<file path="src/rtl/rvvi_host_ack_rx_if.sv">
// Receive-stream and host-acknowledge bundle for rvvi_host_ack_rx.
// master: the MAC RX side, which drives the Rx* beat signals and observes the
//         acknowledge outputs.
// slave : the parser, which consumes Rx* and drives HostInstrValid,
//         HostFrameCount, GoodFrames and DroppedFrames.
interface rvvi_host_ack_rx_if #(
    parameter int unsigned FRAME_COUNT_WIDTH = 16
) ();
    logic [31:0]                  RxData;
    logic [3:0]                   RxKeep;
    logic                         RxValid;
    logic                         RxLast;
    logic                         RxUser;
    logic                         HostInstrValid;
    logic [FRAME_COUNT_WIDTH-1:0] HostFrameCount;
    logic [15:0]                  GoodFrames;
    logic [15:0]                  DroppedFrames;

    modport master (
        output RxData, RxKeep, RxValid, RxLast, RxUser,
        input  HostInstrValid, HostFrameCount, GoodFrames, DroppedFrames
    );

    modport slave (
        input  RxData, RxKeep, RxValid, RxLast, RxUser,
        output HostInstrValid, HostFrameCount, GoodFrames, DroppedFrames
    );
endinterface

</file>
<file path="src/rtl/rvvi_host_ack_rx.sv">
// Host acknowledgement frame parser for the RVVI Ethernet trace path.
// Checks the L2 header of each received frame (destination MAC, optional
// source MAC, EtherType), extracts the 16-bit acknowledged frame count from
// wire bytes 14-15 and pulses HostInstrValid one cycle after the last beat of
// every accepted frame. Rejected frames only bump DroppedFrames.
// Ports:
//   clk    - clock
//   reset  - synchronous active-high reset; parser re-synchronises to the
//            next frame boundary afterwards
//   rx_if  - slave side: Rx* 32-bit beat stream in, host-acknowledge and
//            frame counters out (all registered)
module rvvi_host_ack_rx #(
    parameter logic [47:0]  DUT_MAC           = 48'h8F54_0000_1654,
    parameter logic [47:0]  HOST_MAC          = 48'h6805_CA3A_B3A5,
    parameter logic [15:0]  ETHER_TYPE        = 16'h88B5,
    parameter bit           CHECK_SRC         = 1'b1,
    parameter int unsigned  FRAME_COUNT_WIDTH = 16
) (
    input  logic               clk,
    input  logic               reset,
    rvvi_host_ack_rx_if.slave  rx_if
);

    localparam int unsigned CNT_W  = 16;
    localparam int unsigned BEAT_W = 2;
    localparam int unsigned FCW    = FRAME_COUNT_WIDTH;

    // Expected header words as they appear on RxData (wire byte 0 in [7:0]).
    localparam logic [31:0] EXP_W0 = {DUT_MAC[23:16], DUT_MAC[31:24],
                                      DUT_MAC[39:32], DUT_MAC[47:40]};
    localparam logic [31:0] EXP_W1 = {HOST_MAC[39:32], HOST_MAC[47:40],
                                      DUT_MAC[7:0],    DUT_MAC[15:8]};
    localparam logic [31:0] EXP_W2 = {HOST_MAC[7:0],   HOST_MAC[15:8],
                                      HOST_MAC[23:16], HOST_MAC[31:24]};
    localparam logic [31:0] EXP_W3 = {16'h0000, ETHER_TYPE[7:0], ETHER_TYPE[15:8]};

    // Compare masks; source-MAC bytes drop out when CHECK_SRC is 0, and the
    // count bytes of beat 3 are never compared.
    localparam logic [31:0] MSK_W0 = 32'hFFFF_FFFF;
    localparam logic [31:0] MSK_W1 = CHECK_SRC ? 32'hFFFF_FFFF : 32'h0000_FFFF;
    localparam logic [31:0] MSK_W2 = CHECK_SRC ? 32'hFFFF_FFFF : 32'h0000_0000;
    localparam logic [31:0] MSK_W3 = 32'h0000_FFFF;

    typedef enum logic [1:0] {
        ST_SYNC  = 2'd0,
        ST_IDLE  = 2'd1,
        ST_HDR   = 2'd2,
        ST_DRAIN = 2'd3
    } state_t;

    state_t              state_q, state_d;
    logic [BEAT_W-1:0]   beat_q, beat_d;
    logic                bad_q, bad_d;
    logic [CNT_W-1:0]    cnt_q, cnt_d;
    logic                valid_q, valid_d;
    logic [FCW-1:0]      hfc_q, hfc_d;
    logic [CNT_W-1:0]    good_q, good_d;
    logic [CNT_W-1:0]    drop_q, drop_d;

    logic [31:0]         exp_word_c;
    logic [31:0]         exp_mask_c;
    logic                mism_c;
    logic [CNT_W-1:0]    field_c;
    logic                finish_c;
    logic                accept_c;
    logic [CNT_W-1:0]    acc_cnt_c;
    logic                unused_c;

    // Bytes 14 (MSB) and 15 (LSB) sit in lanes 2 and 3 of beat 3.
    assign field_c  = {rx_if.RxData[23:16], rx_if.RxData[31:24]};
    assign unused_c = ^{rx_if.RxKeep[1:0], field_c};

    // Header word/mask for the beat currently being compared.
    always_comb begin
        exp_word_c = EXP_W0;
        exp_mask_c = MSK_W0;
        case (beat_q)
            2'd1: begin exp_word_c = EXP_W1; exp_mask_c = MSK_W1; end
            2'd2: begin exp_word_c = EXP_W2; exp_mask_c = MSK_W2; end
            2'd3: begin exp_word_c = EXP_W3; exp_mask_c = MSK_W3; end
            default: ;
        endcase
        mism_c = |((rx_if.RxData ^ exp_word_c) & exp_mask_c);
    end

    // Next-state, frame verdict and output computation.
    always_comb begin
        state_d   = state_q;
        beat_d    = beat_q;
        bad_d     = bad_q;
        cnt_d     = cnt_q;
        valid_d   = 1'b0;
        hfc_d     = hfc_q;
        good_d    = good_q;
        drop_d    = drop_q;
        finish_c  = 1'b0;
        accept_c  = 1'b0;
        acc_cnt_c = cnt_q;

        case (state_q)
            ST_SYNC: begin
                // Wait for a gap or a frame end before trusting beat 0.
                if (!rx_if.RxValid || rx_if.RxLast) begin
                    state_d = ST_IDLE;
                end
            end
            ST_IDLE: begin
                if (rx_if.RxValid) begin
                    bad_d   = mism_c | rx_if.RxUser;
                    beat_d  = BEAT_W'(1);
                    state_d = ST_HDR;
                    finish_c = rx_if.RxLast;
                end
            end
            ST_HDR: begin
                if (rx_if.RxValid) begin
                    bad_d = bad_q | mism_c | rx_if.RxUser;
                    if (beat_q == BEAT_W'(3)) begin
                        cnt_d     = field_c;
                        acc_cnt_c = field_c;
                        if (rx_if.RxLast) begin
                            finish_c = 1'b1;
                            accept_c = !bad_d && (rx_if.RxKeep[3:2] == 2'b11);
                        end else begin
                            state_d = ST_DRAIN;
                        end
                    end else begin
                        beat_d   = beat_q + BEAT_W'(1);
                        finish_c = rx_if.RxLast;
                    end
                end
            end
            ST_DRAIN: begin
                if (rx_if.RxValid) begin
                    bad_d = bad_q | rx_if.RxUser;
                    if (rx_if.RxLast) begin
                        finish_c = 1'b1;
                        accept_c = !bad_d;
                    end
                end
            end
            default: state_d = ST_SYNC;
        endcase

        if (finish_c) begin
            state_d = ST_IDLE;
            beat_d  = '0;
            bad_d   = 1'b0;
            if (accept_c) begin
                valid_d = 1'b1;
                hfc_d   = acc_cnt_c[FCW-1:0];
                good_d  = (good_q == 16'hFFFF) ? good_q : good_q + 16'd1;
            end else begin
                drop_d  = (drop_q == 16'hFFFF) ? drop_q : drop_q + 16'd1;
            end
        end
    end

    // State and output registers.
    always_ff @(posedge clk) begin
        if (reset) begin
            state_q <= ST_SYNC;
            beat_q  <= '0;
            bad_q   <= 1'b0;
            cnt_q   <= '0;
            valid_q <= 1'b0;
            hfc_q   <= '0;
            good_q  <= '0;
            drop_q  <= '0;
        end else begin
            state_q <= state_d;
            beat_q  <= beat_d;
            bad_q   <= bad_d;
            cnt_q   <= cnt_d;
            valid_q <= valid_d;
            hfc_q   <= hfc_d;
            good_q  <= good_d;
            drop_q  <= drop_d;
        end
    end

    assign rx_if.HostInstrValid = valid_q;
    assign rx_if.HostFrameCount = hfc_q;
    assign rx_if.GoodFrames     = good_q;
    assign rx_if.DroppedFrames  = drop_q;

endmodule

</file>
<file path="src/flat_wrapper.sv">
// flat-port wrapper written by rule: the top's interface ports become plain ports
module rvvi_host_ack_rx_flat 
#(
    parameter logic [47:0]  DUT_MAC           = 48'h8F54_0000_1654,
    parameter logic [47:0]  HOST_MAC          = 48'h6805_CA3A_B3A5,
    parameter logic [15:0]  ETHER_TYPE        = 16'h88B5,
    parameter bit           CHECK_SRC         = 1'b1,
    parameter int unsigned  FRAME_COUNT_WIDTH = 16
)
  (clk, reset, rx_if_RxData, rx_if_RxKeep, rx_if_RxValid, rx_if_RxLast, rx_if_RxUser, rx_if_HostInstrValid, rx_if_HostFrameCount, rx_if_GoodFrames, rx_if_DroppedFrames);
  rvvi_host_ack_rx_if #(.FRAME_COUNT_WIDTH(FRAME_COUNT_WIDTH)) rx_if_i ();
  input  logic clk;
  input  logic reset;
  input wire logic [$bits(rx_if_i.RxData)-1:0] rx_if_RxData;
  input wire logic [$bits(rx_if_i.RxKeep)-1:0] rx_if_RxKeep;
  input wire logic [$bits(rx_if_i.RxValid)-1:0] rx_if_RxValid;
  input wire logic [$bits(rx_if_i.RxLast)-1:0] rx_if_RxLast;
  input wire logic [$bits(rx_if_i.RxUser)-1:0] rx_if_RxUser;
  output wire logic [$bits(rx_if_i.HostInstrValid)-1:0] rx_if_HostInstrValid;
  output wire logic [$bits(rx_if_i.HostFrameCount)-1:0] rx_if_HostFrameCount;
  output wire logic [$bits(rx_if_i.GoodFrames)-1:0] rx_if_GoodFrames;
  output wire logic [$bits(rx_if_i.DroppedFrames)-1:0] rx_if_DroppedFrames;
  assign rx_if_i.RxData = rx_if_RxData;
  assign rx_if_i.RxKeep = rx_if_RxKeep;
  assign rx_if_i.RxValid = rx_if_RxValid;
  assign rx_if_i.RxLast = rx_if_RxLast;
  assign rx_if_i.RxUser = rx_if_RxUser;
  assign rx_if_HostInstrValid = rx_if_i.HostInstrValid;
  assign rx_if_HostFrameCount = rx_if_i.HostFrameCount;
  assign rx_if_GoodFrames = rx_if_i.GoodFrames;
  assign rx_if_DroppedFrames = rx_if_i.DroppedFrames;
  rvvi_host_ack_rx #(.DUT_MAC(DUT_MAC), .HOST_MAC(HOST_MAC), .ETHER_TYPE(ETHER_TYPE), .CHECK_SRC(CHECK_SRC), .FRAME_COUNT_WIDTH(FRAME_COUNT_WIDTH)) u_core (.clk(clk), .reset(reset), .rx_if(rx_if_i));
endmodule
</file>
<file path="config.mk">
export PLATFORM = sky130hd
export DESIGN_NAME = rvvi_host_ack_rx_flat
export DESIGN_NICKNAME = d
export VERILOG_FILES = /design/src/rtl/rvvi_host_ack_rx_if.sv /design/src/rtl/rvvi_host_ack_rx.sv /design/src/flat_wrapper.sv
export SDC_FILE = /design/constraint.sdc
export NUM_CORES = 1
export LEC_CHECK = 0
export BUFFER_PORTS_ARGS = -buffer_cell sky130_fd_sc_hd__buf_4
export CAP_MARGIN = 20
export CORE_MARGIN = 1
export CORE_UTILIZATION = 45
export DETAILED_ROUTE_END_ITERATION = 12
export HOLD_SLACK_MARGIN = 0.06
export PLACE_DENSITY = 0.69
export SLEW_MARGIN = 25
export SYNTH_ARGS = -nofsm -noshare
export SYNTH_HDL_FRONTEND = slang
export SYNTH_SLANG_ARGS = --single-unit
</file>
<file path="constraint.sdc">
create_clock -name clk -period 5.5 [get_ports clk]
set_input_delay 1.1 -clock clk [delete_from_list [all_inputs] [get_ports clk]]
set_output_delay 1.1 -clock clk [all_outputs]
set_load 0.005 [all_outputs]
</file>
* After elaboration in Yosys (flattened, before gate mapping)
Cells that the tools add are included.
** Cells by class
- Add/subtract/negate cells :: 3
- Multipliers :: 0
- Div/mod/pow operators :: 0
- $lt $le $gt $ge :: 0
- Equality and inequality tests :: 21
- Shift-type cells :: 0
- Mux-type cells :: 33
- Bitwise operators :: 10
- Reduce and logical (&&, ||, !) cells :: 20
** Operators by type and width (number)
- $pmux W32 S3 :: 1
- $mux W16 :: 3
- $add A16 B1 Y16 const B :: 2
- $and A32 B32 Y32 :: 1
- $eq A16 B16 Y1 const B :: 2
- $mux W32 :: 1
- $reduce_or A32 Y1 :: 1
- $xor A32 B32 Y32 :: 1
- $mux W2 :: 8
- $mux W1 :: 15
- $reduce_and A6 Y1 :: 2
- $eq A2 B2 Y1 const B :: 5
- $ne A2 B2 Y1 const B :: 5
- $ne A3 B2 Y1 const B :: 3
- $reduce_and A4 Y1 :: 2
- $ne A3 B1 Y1 const B :: 2
- $pmux W1 S3 :: 2
- $pmux W2 S3 :: 1
- $reduce_and A3 Y1 :: 2
- $reduce_bool A3 Y1 :: 2
- $eq A2 B1 Y1 const B :: 2
- $ne A2 B1 Y1 const B :: 2
- $not A1 Y1 :: 4
- $or A1 B1 Y1 :: 4
- 11 further kinds :: 14
** Storage, ports and cells
- Flip-flop bits (word level) :: 70
- Bits in latches :: 0
- Memory bits (writable) :: 0
- Bits in read-only memories :: 0
- Input port bits :: 41
- Output and inout port bits :: 49
- Word-level logic and storage cells :: 96
- Memories :: 0

* Logic depth before layout (Yosys ltp)
Gate-level depths: netlist (run 1).
- Word-level depth :: 15
- Gate-level depth with buffers :: 11
- Gate-level depth less buffers :: 8

* Worst setup path after synthesis (run 1)
No wires, ideal clock.
- Kind :: input -> register
- Start point :: in rx_if_RxUser
- End point :: reg u_core.good_q[5] (netlist: u_core.rx_if.GoodFrames[5])
- Library setup time :: 0.121 ns
- Data arrival time :: 2.964 ns
- Data required time :: 5.379 ns
- Slack :: 2.415 ns
- Stages on the path :: 7
- Path buffers :: 1
- Cell sequence :: or2_1 or4_1 nor3_4 a31oi_4 buf_6 nor4b_1 mux2_2
** Between the ends
- Longest elaborated chain between the ends :: 8
- Elaborated cells between the ends (all ways) :: 12
- Classes of those cells :: 6 x mux; 2 x bitwise; 4 x reduce/logical
** RTL lines
- start: declaration :: line flat_wrapper.sv:18 : input wire logic [$bits(rx_if_i.RxUser)-1:0] rx_if_RxUser;
- $or A1 B1 Y1 :: line rvvi_host_ack_rx.sv:117 : bad_d = bad_q | mism_c | rx_if.RxUser;
- $logic_not A1 Y1 :: line rvvi_host_ack_rx.sv:123 : accept_c = !bad_d && (rx_if.RxKeep[3:2] == 2'b11);
- $logic_and A1 B1 Y1 :: line rvvi_host_ack_rx.sv:123
- $mux W1 :: line rvvi_host_ack_rx.sv:121 : if (rx_if.RxLast) begin
- $mux W1 :: line rvvi_host_ack_rx.sv:118 : if (beat_q == BEAT_W'(3)) begin
- $mux W1 :: line rvvi_host_ack_rx.sv:116 : if (rx_if.RxValid) begin
- $pmux W1 S2 * :: line rvvi_host_ack_rx.sv:100 : case (state_q)
- $reduce_and A3 Y1 (no source line) *
- end signal: assignment :: line rvvi_host_ack_rx.sv:177 : good_q <= good_d;
- end: declaration :: line rvvi_host_ack_rx.sv:57 : logic [CNT_W-1:0] good_q, good_d;
Mark *: on every way between the ends. The rest lies on a longest branch, timed or not.
A chain may end at the register's enable or synchronous reset.

* Final worst setup path (run 1)
- Start point :: reg u_core.beat_q[0]
- End point :: reg u_core.drop_q[15] (netlist: u_core.rx_if.DroppedFrames[15])
** Between the ends
- Longest elaborated chain between the ends :: 15
- Elaborated cells between the ends (all ways) :: 21
- Classes of those cells :: 3 x eq/ne; 9 x mux; 5 x bitwise; 4 x reduce/logical
** RTL lines
- start: declaration :: line rvvi_host_ack_rx.sv:52 : logic [BEAT_W-1:0] beat_q, beat_d;
- start signal: assignment :: line rvvi_host_ack_rx.sv:172 : beat_q <= beat_d;
- $eq A2 B2 Y1 (tied with other cells) :: line rvvi_host_ack_rx.sv:77, rvvi_host_ack_rx.sv:118
- $pmux W32 S3 :: line rvvi_host_ack_rx.sv:77 : case (beat_q)
- $xor A32 B32 Y32 :: line rvvi_host_ack_rx.sv:83 : mism_c = |((rx_if.RxData ^ exp_word_c) & exp_mask_c);
- $and A32 B32 Y32 :: line rvvi_host_ack_rx.sv:83
- $reduce_or A32 Y1 :: line rvvi_host_ack_rx.sv:83
- $or A1 B1 Y1 (2 in a row) :: line rvvi_host_ack_rx.sv:117
- $logic_not A1 Y1 :: line rvvi_host_ack_rx.sv:123
- $logic_and A1 B1 Y1 :: line rvvi_host_ack_rx.sv:123
- $mux W1 :: line rvvi_host_ack_rx.sv:121
- $mux W1 :: line rvvi_host_ack_rx.sv:118
- $mux W1 :: line rvvi_host_ack_rx.sv:116
- $pmux W1 S2 :: line rvvi_host_ack_rx.sv:100
- $not A1 Y1 (no source line)
- $reduce_and A3 Y1 (no source line) *
- end signal: assignment :: line rvvi_host_ack_rx.sv:178 : drop_q <= drop_d;
- end: declaration :: line rvvi_host_ack_rx.sv:58 : logic [CNT_W-1:0] drop_q, drop_d;
Marks and branches as above.

==> results of run 1 <==
cells in the mapped netlist, drive strengths merged (11+ instances only):
cell type  count
a21oi         43
clkbuf        15
dfxtp         70
ha            14
inv           12
nand2         76
nand3         17
nand4         11
nor2          25
nor3          11
o21ai         28
or4           14
logic make-up (layout without fill, tap and decap cells):
logic type	after synthesis	in the layout
AO/OA/AOI/OAI	105	105
XOR/XNOR	5	5
adder cells (fa/ha/maj)	14	14
buffers and inverters	35	115
flip-flops	70	70
multiplexers	10	10
AND/OR/NAND/NOR	200	200
cell type report:
cell class	instances	area, um2	share of cell area
clock buffers	9	124	0.0277
clock inverters	7	103	0.0230
inverters	12	45.0	0.0101
multi-input cells	334	2010	0.451
flip-flops and latches	70	1400	0.314
well taps	102	128	0.0286
repair buffers	87	653	0.146
per-layer routing:
| layer | global-route usage | part of all wire |
|---|---|---|
| met2 | 0.342 | 0.47 |
| met4 | 0.0820 | 0.016 |
| met1 | 0.270 | 0.45 |
| met5 | 0 | 0 |
| met3 | 0.0436 | 0.061 |
final timing paths:
| kind | slack (ns) | to | from | cells past startpoint |
|---|---|---|---|---|
| worst max-delay path | 2.33 | u_core.rx_if.DroppedFrames[15]$_SDFFE_PP0P_ | u_core.beat_q[0]$_SDFFE_PP0P_ | 8 |
| worst min-delay path | 0.46 | u_core.rx_if.HostFrameCount[8]$_SDFFE_PP0P_ | u_core.rx_if.HostFrameCount[8]$_SDFFE_PP0P_ | 2 |
| worst max register to register | 2.33 | u_core.rx_if.DroppedFrames[15]$_SDFFE_PP0P_ | u_core.beat_q[0]$_SDFFE_PP0P_ | 8 |
| worst min register to register | 0.46 | u_core.rx_if.HostFrameCount[8]$_SDFFE_PP0P_ | u_core.rx_if.HostFrameCount[8]$_SDFFE_PP0P_ | 2 |
registers in the layout, summed over array words and instances (netlist names):
name	cells
u_core.rx_if.HostInstrValid	1
u_core.cnt_q	16
u_core.beat_q	2
u_core.rx_if.HostFrameCount	16
u_core.state_q	2
u_core.rx_if.DroppedFrames	16
u_core.rx_if.GoodFrames	16
u_core.bad_q	1
worst register-to-register path: stages, from the launching register on:
cell and delay, ns:
sky130_fd_sc_hd__dfxtp_1 0.44, sky130_fd_sc_hd__inv_1 0.12, sky130_fd_sc_hd__ha_1 0.35, sky130_fd_sc_hd__or4_4 0.55
sky130_fd_sc_hd__a221oi_2 0.29, sky130_fd_sc_hd__a21o_4 0.18, sky130_fd_sc_hd__a41o_1 0.70, sky130_fd_sc_hd__nor3_1 0.13
sky130_fd_sc_hd__mux2_2 0.30
metrics by stage:
step                      cell area (um2)  instances  power, W   util
after floorplan                      3570        439  0.000703      -
after global placement               4240        605  0.000759  0.552
after detailed placement             4240        605  0.000764  0.552
after CTS                            4470        621   0.00124  0.581
after global routing                 4470        621   0.00129  0.581
final                                4470        621   0.00123  0.581
report_power, final:
part           total, W  switching, W  internal, W  leakage, nW
registers      0.000537     0.0000151     0.000522        0.564
clock network  0.000473      0.000212     0.000261        0.111
logic          0.000216      0.000125    0.0000913         1.00
total           0.00123      0.000352     0.000874         1.68
cell usage in the layout (no fill, tap or decap), drive strengths merged, types with 3 or more instances in the layout:
cell | Yosys | routed
clkbuf | 15 | 9
ha | 14 | 14
inv | 12 | 15
nand2b | 3 | 3
a31o | 3 | 3
nand2 | 76 | 76
nor2b | 8 | 8
mux2 | 6 | 6
or4 | 14 | 14
nand4 | 11 | 11
nor2 | 25 | 25
and3 | 5 | 5
or3 | 9 | 9
o41ai | 3 | 3
nand3b | 3 | 3
nand3 | 17 | 17
nor3 | 11 | 11
nor4 | 7 | 7
or2 | 6 | 6
mux2i | 4 | 4
o31ai | 10 | 10
dfxtp | 70 | 70
buf | 8 | 87
a21oi | 43 | 43
o21ai | 28 | 28
xor2 | 4 | 4
==> flow_summary.yaml, run 1 <==
detailed_routing:
  vias: 3480
  route.detailed.drc: 0
  drtPass1Iterations: 4
  ant_nets: 0
  drt_iter0_drc: 143
  route.final.wire_length_um: 8460
  route.detailed.wl_per_inst_um: 13.6
  vias_per_cell: 5.60
critical_path:
  setup.worst_path.class: "reg -> reg"
  cpPeakStageDelay_ns: 0.70
  crit_fanout: 28
  worstPathRequired_ns: 5.74
  worstSetupEndpointType: "flop"
  crit_slowest_cell: "sky130_fd_sc_hd__a41o_1"
  worstPathBufferInverterCount: 1
  worst_setup_path_start_kind: "flop"
  category_of_cells_accounting_for_the_largest_share_of_critical_path_delay: "compound AO/OA/AOI/OAI gates"
  arrival_ns: 3.41
  worstPathCellList: "inv_1, ha_1, or4_4, a221oi_2, a21o_4, a41o_1, nor3_1, mux2_2"
sta:
  achievable-frequency_mhz: 315
  timing_hold_violations_final: 0
  tightest_slew_ns: 0.811
  final.setup.tns_ns: 0
  max-slew-margin-rel: 0.459
  final.min_clock_period_ns: 3.17
  whs_ns: 0.461
  setup_viol: 0
  worst_slack_ns: 2.33
  timing.clock.skew_ns: 0.0137
  rsz0062_at_grt: "no"
  finalCritPeriodShare: 0.577
  report.final.slew_viol_count: 0
placed_design:
  buffer_ports.inserted: 87
  dp_hpwl_um: 5950
  preCtsSetupSlack_ns: 2.00
  rd_place_congestion: 0.847
yosys:
  post_synth_instance_area_mm2: 0.00357
  synth_fa_ha_area_frac: 0.0491
  async_reset_ff_frac: 0
  post_synth_top_area_share: 0.393
  sequential_to_total_area_share_from_yosys_stat: 0.393
  synth_top_family_by_area: "simple AND/OR/NAND/NOR gates"
  synth_top_area_cell: "sky130_fd_sc_hd__dfxtp_1"
  synthSimpleGateAreaFrac: 0.289
  synth_mux_area_frac: 0.0302
  syn_area_per_cell_um2: 8.13
  synth_compound_area_frac: 0.184
  library_cells_used_by_synthesis: 54
  synth-xor-area-share: 0.0123
  synth_flop_cell: "sky130_fd_sc_hd__dfxtp_1"
  synth_cells: 439
  synth_top_cells_by_area: "sky130_fd_sc_hd__dfxtp_1, sky130_fd_sc_hd__nand2_1, sky130_fd_sc_hd__a21oi_1"
  synth.yosys.warnings: 0
  postSynthRegisterBits: 70
  synth_edf_count: 0
  postSynthNetCount: 494
outcome:
  run_status: "finished, final reports clean"
clock_tree:
  clock_path_buffers: 2
  cts.hold.buffers_added: 0
  clk_transition_reported_paths_ns: 0.09
  cts_post_setup_buffers_inserted: 0
  clk_latency_ns: 0.35
  cell_at_the_root_of_the_clock_tree: "sky130_fd_sc_hd__clkbuf_8"
  clock_sinks: 70
  tritoncts.num_buffers: 9
  clock_tree_from_tritoncts: "built"
  postCtsResizedCells: 0
  cts.htree.levels: 3
floorplanning:
  fp.dieH_um: 91.1
  rows: 32
  io-pin-count: 90
  fp.dieArea_mm2: 0.00829
  floorplan.die.width_um: 91.1
  core_mm2: 0.00769
  initial_core_util: 0.464
min_path:
  min-delay-path-class: "reg -> reg"
pwr:
  power_density_mw_per_mm2: 275
  vdd_ir_drop_max_uv: 148
  power.static_leakage_nw: 1.68
global_route:
  global_route_wire_length_before_repair_um: 14200
  global_route.overflow_total: 0
  grt_antenna_before_repair: 0
  grt_start_max_net_pins: 59
  globalRouteTotalUtil: 0.209
  number_of_global_route_vias_before_repair: 3114
cells_and_area:
  synthToLayoutAreaGrowth_pct: 25.2
  layout-drive-gt1-share: 0.239
  nNetsFinal: 569
  insertedDiodeCount: 0
  nFillCells: 751
flow_run:
  max_cap_viols: 0
Note: power is estimated with default switching activity, not from simulation.
==> run 2, diff against run 1 <==
--- a/config.mk
+++ b/config.mk
@@ -5,13 +5,14 @@
 export SDC_FILE = /design/constraint.sdc
 export NUM_CORES = 1
 export LEC_CHECK = 0
+export ABC_AREA = 1
 export BUFFER_PORTS_ARGS = -buffer_cell sky130_fd_sc_hd__buf_4
 export CAP_MARGIN = 20
 export CORE_MARGIN = 1
 export CORE_UTILIZATION = 45
 export DETAILED_ROUTE_END_ITERATION = 12
 export HOLD_SLACK_MARGIN = 0.06
-export PLACE_DENSITY = 0.69
+export PLACE_DENSITY = 0.68
 export SLEW_MARGIN = 25
 export SYNTH_ARGS = -nofsm -noshare
 export SYNTH_HDL_FRONTEND = slang
==> constraint.sdc (replaced) <==
create_clock -name clk -period 3 [get_ports clk]
set_input_delay 0.6 -clock clk [delete_from_list [all_inputs] [get_ports clk]]
set_output_delay 0.6 -clock clk [all_outputs]
set_load 0.005 [all_outputs]
==> run 2 against run 1 <==
  * Combinational power up 150%
  * Flip-flop and latch count is the same
  * Sequential power rose by 85%
  * Design area rose by 15%
  * Clock skew fell by 0.0045 ns
  * Routed wire length rose by 14%
  * Worst setup slack worse by 1.8 ns
  * Critical endpoint is now u_core.rx_if.DroppedFrames[5]$_SDFFE_PP0P_
  * Fmax is 26% higher
  * Register-to-register slack lost 1.8 ns
  * Highest routed layer unchanged
==> flow_summary.yaml, run 2 <==
yosys:
  sequential_to_total_area_share_from_yosys_stat: 0.333
  synth.top_cells.by_count: "sky130_fd_sc_hd__nand2_1, sky130_fd_sc_hd__inv_1, sky130_fd_sc_hd__dfxtp_1, sky130_fd_sc_hd__nor2_1, sky130_fd_sc_hd__o21ai_0"
  postSynthNetCount: 654
  synth_top_area_cell: "sky130_fd_sc_hd__dfxtp_1"
  synth.yosys.warnings: 0
  synth_most_common_cell: "sky130_fd_sc_hd__nand2_1"
  synth_top_cells_by_area: "sky130_fd_sc_hd__dfxtp_1, sky130_fd_sc_hd__nand2_1, sky130_fd_sc_hd__inv_1"
  async_reset_ff_frac: 0
  post_synth_instance_area_mm2: 0.00421
  synth_flop_cell: "sky130_fd_sc_hd__dfxtp_1"
  synth_cells: 599
  postSynthRegisterBits: 70
  synth_edf_count: 0
  post_synth_top_area_share: 0.333
  library_cells_used_by_synthesis: 40
  syn_area_per_cell_um2: 7.03
cells_and_area:
  nFillCells: 844
  nNetsFinal: 738
  layout_commonest_cell: "sky130_fd_sc_hd__nand2_1"
  insertedDiodeCount: 0
  register_area_mm2: 0.00140
  stdcell_count: 796
  synthToLayoutAreaGrowth_pct: 22.0
  multi_input_area_mm2: 0.00238
  final_area_mm2: 0.00514
  most-common-layout-cells: "sky130_fd_sc_hd__nand2_1, sky130_fd_sc_hd__buf_4, sky130_fd_sc_hd__inv_1, sky130_fd_sc_hd__dfxtp_1, sky130_fd_sc_hd__nor2_1"
  layout-drive-gt1-share: 0.278
placed_design:
  place.detailed.instances: 780
  buffer_ports.inserted: 87
  preCtsSetupSlack_ns: 0.500
  rd_place_congestion: 0.903
  placement.cell_area_mm2: 0.00490
  dp_hpwl_um: 7240
critical_path:
  crit_fanout: 17
  arrival_ns: 2.79
  worst_setup_path_start_kind: "flop"
  setup.worst_path.class: "reg -> reg"
  worstSetupEndpointType: "flop"
  worstPathRequired_ns: 3.28
sta:
  final.min_clock_period_ns: 2.51
  final.setup.tns_ns: 0
  setup_viol: 0
  finalCritPeriodShare: 0.838
  report.final.slew_viol_count: 0
  worst_slack_ns: 0.487
  timing_hold_violations_final: 0
  achievable-frequency_mhz: 398
  timing.clock.skew_ns: 0.00921
  max-slew-margin-rel: 0.660
  tightest_slew_ns: 0.498
  rsz0062_at_grt: "no"
clock_tree:
  clk_latency_ns: 0.34
  postCtsResizedCells: 0
  clock_tree_from_tritoncts: "built"
  tritoncts.num_buffers: 9
  clock_sinks: 70
  clock_path_buffers: 2
  cts.hold.buffers_added: 0
  cts.htree.levels: 3
  cell_at_the_root_of_the_clock_tree: "sky130_fd_sc_hd__clkbuf_8"
  clk_transition_reported_paths_ns: 0.08
  cts_post_setup_buffers_inserted: 0
detailed_routing:
  vias_per_cell: 4.91
  route.detailed.drc: 0
  ant_nets: 0
  route.final.wire_length_um: 9670
  route.detailed.wl_per_inst_um: 12.2
  vias: 3909
  drt_iter0_drc: 159
  drtPass1Iterations: 5
floorplanning:
  core_mm2: 0.00889
  fp.dieArea_mm2: 0.00975
  io-pin-count: 90
  rows: 34
  initial_core_util: 0.474
  floorplan.die.width_um: 98.7
  fp.dieH_um: 98.7
pwr:
  vdd_ir_drop_max_uv: 340
  power.static_leakage_nw: 2.41
  power_density_mw_per_mm2: 469
  power_total_w: 0.00241
flow_run:
  max_cap_viols: 0
global_route:
  number_of_global_route_vias_before_repair: 3632
  globalRouteTotalUtil: 0.208
  global_route.overflow_total: 0
  global_route_wire_length_before_repair_um: 16400
  grt_antenna_before_repair: 0
  grt_start_max_net_pins: 34
min_path:
  min-delay-path-class: "reg -> reg"
outcome:
  run_status: "finished, final reports clean"
## run 2: changes by cell type after synthesis, sizes merged, moves of 8 or more
| cell | delta |
|---|---|
| xor2 | +12 |
| nor2 | +49 |
| xnor2 | +10 |
| or3 | -8 |
| or2 | +10 |
| inv | +66 |
| nand2 | +83 |
| or4 | -14 |
| nor2b | -8 |
| nand3 | +9 |
| o31ai | -9 |
## run 2: where the power goes
part | switching (W) | internal, W
combinational | 0.000336 | 0.000197
sequential | 0.0000356 | 0.000960
clock | 0.000366 | 0.000514
## run 2: critical path, stage by stage, from the launching register on
cell and delay [ns]:
sky130_fd_sc_hd__dfxtp_1 0.42, sky130_fd_sc_hd__inv_1 0.11, sky130_fd_sc_hd__ha_1 0.34, sky130_fd_sc_hd__inv_2 0.13, sky130_fd_sc_hd__nand2_1 0.05, sky130_fd_sc_hd__o21ai_0 0.15
sky130_fd_sc_hd__nand3_1 0.11, sky130_fd_sc_hd__nor2_2 0.14, sky130_fd_sc_hd__nand4_2 0.12, sky130_fd_sc_hd__nand2_2 0.13, sky130_fd_sc_hd__nand2_4 0.09, sky130_fd_sc_hd__nand2_4 0.21
sky130_fd_sc_hd__inv_2 0.19, sky130_fd_sc_hd__nand2_1 0.09, sky130_fd_sc_hd__nand2_1 0.05, sky130_fd_sc_hd__nor2_1 0.12
## run 2: layout make-up
cell class / instances / share of cell area
Clock buffer: 11 / 0.0295
Multi-Input combinational cell: 431 / 0.463
Timing Repair Buffer: 92 / 0.134
Tap cell: 108 / 0.0263
Clock inverter: 5 / 0.0158
Inverter: 79 / 0.0577
Sequential cell: 70 / 0.273
## run 2: metal layers
| metal | routed length (um) | GRT usage | vias up |
|---|---|---|---|
| met2 | 4540 | 0.346 | 89 |
| li1 | - | - | 2054 |
| met3 | 453 | 0.0447 | 6 |
| met4 | 85 | 0.0517 | 0 |
| met5 | 0 | 0 | - |
| met1 | 4600 | 0.276 | 1760 |
## run 2: final timing paths
path	start	to	slack (ns)	cells past startpoint
hold / removal	u_core.rx_if.HostFrameCount[4]$_SDFFE_PP0P_	u_core.rx_if.HostFrameCount[4]$_SDFFE_PP0P_	0.47	2
hold reg to reg	u_core.rx_if.HostFrameCount[4]$_SDFFE_PP0P_	u_core.rx_if.HostFrameCount[4]$_SDFFE_PP0P_	0.47	2
setup reg to reg	u_core.beat_q[0]$_SDFFE_PP0P_	u_core.rx_if.DroppedFrames[5]$_SDFFE_PP0P_	0.49	15
setup / recovery	u_core.beat_q[0]$_SDFFE_PP0P_	u_core.rx_if.DroppedFrames[5]$_SDFFE_PP0P_	0.49	15
## run 2: kinds of logic (layout without fill, tap and decap cells)
logic type | after synthesis | after routing | synth area share
xor gates and xnor gates | 27 | 27 | 0.0562
DFF | 70 | 70 | 0.333
buffers and inverters | 98 | 187 | 0.102
adders and majority gates | 14 | 14 | 0.0416
and+or+nand+nor | 307 | 307 | 0.345
AOI/OAI and AO/OA | 83 | 83 | 0.122
## run 2: stage by stage
step / hold WS [ns] / utilization
floorplan: 0.457 / -
global placement: 0.454 / 0.552
detailed placement: 0.457 / 0.552
CTS: 0.468 / 0.578
global route: 0.490 / 0.578
finish: 0.467 / 0.578
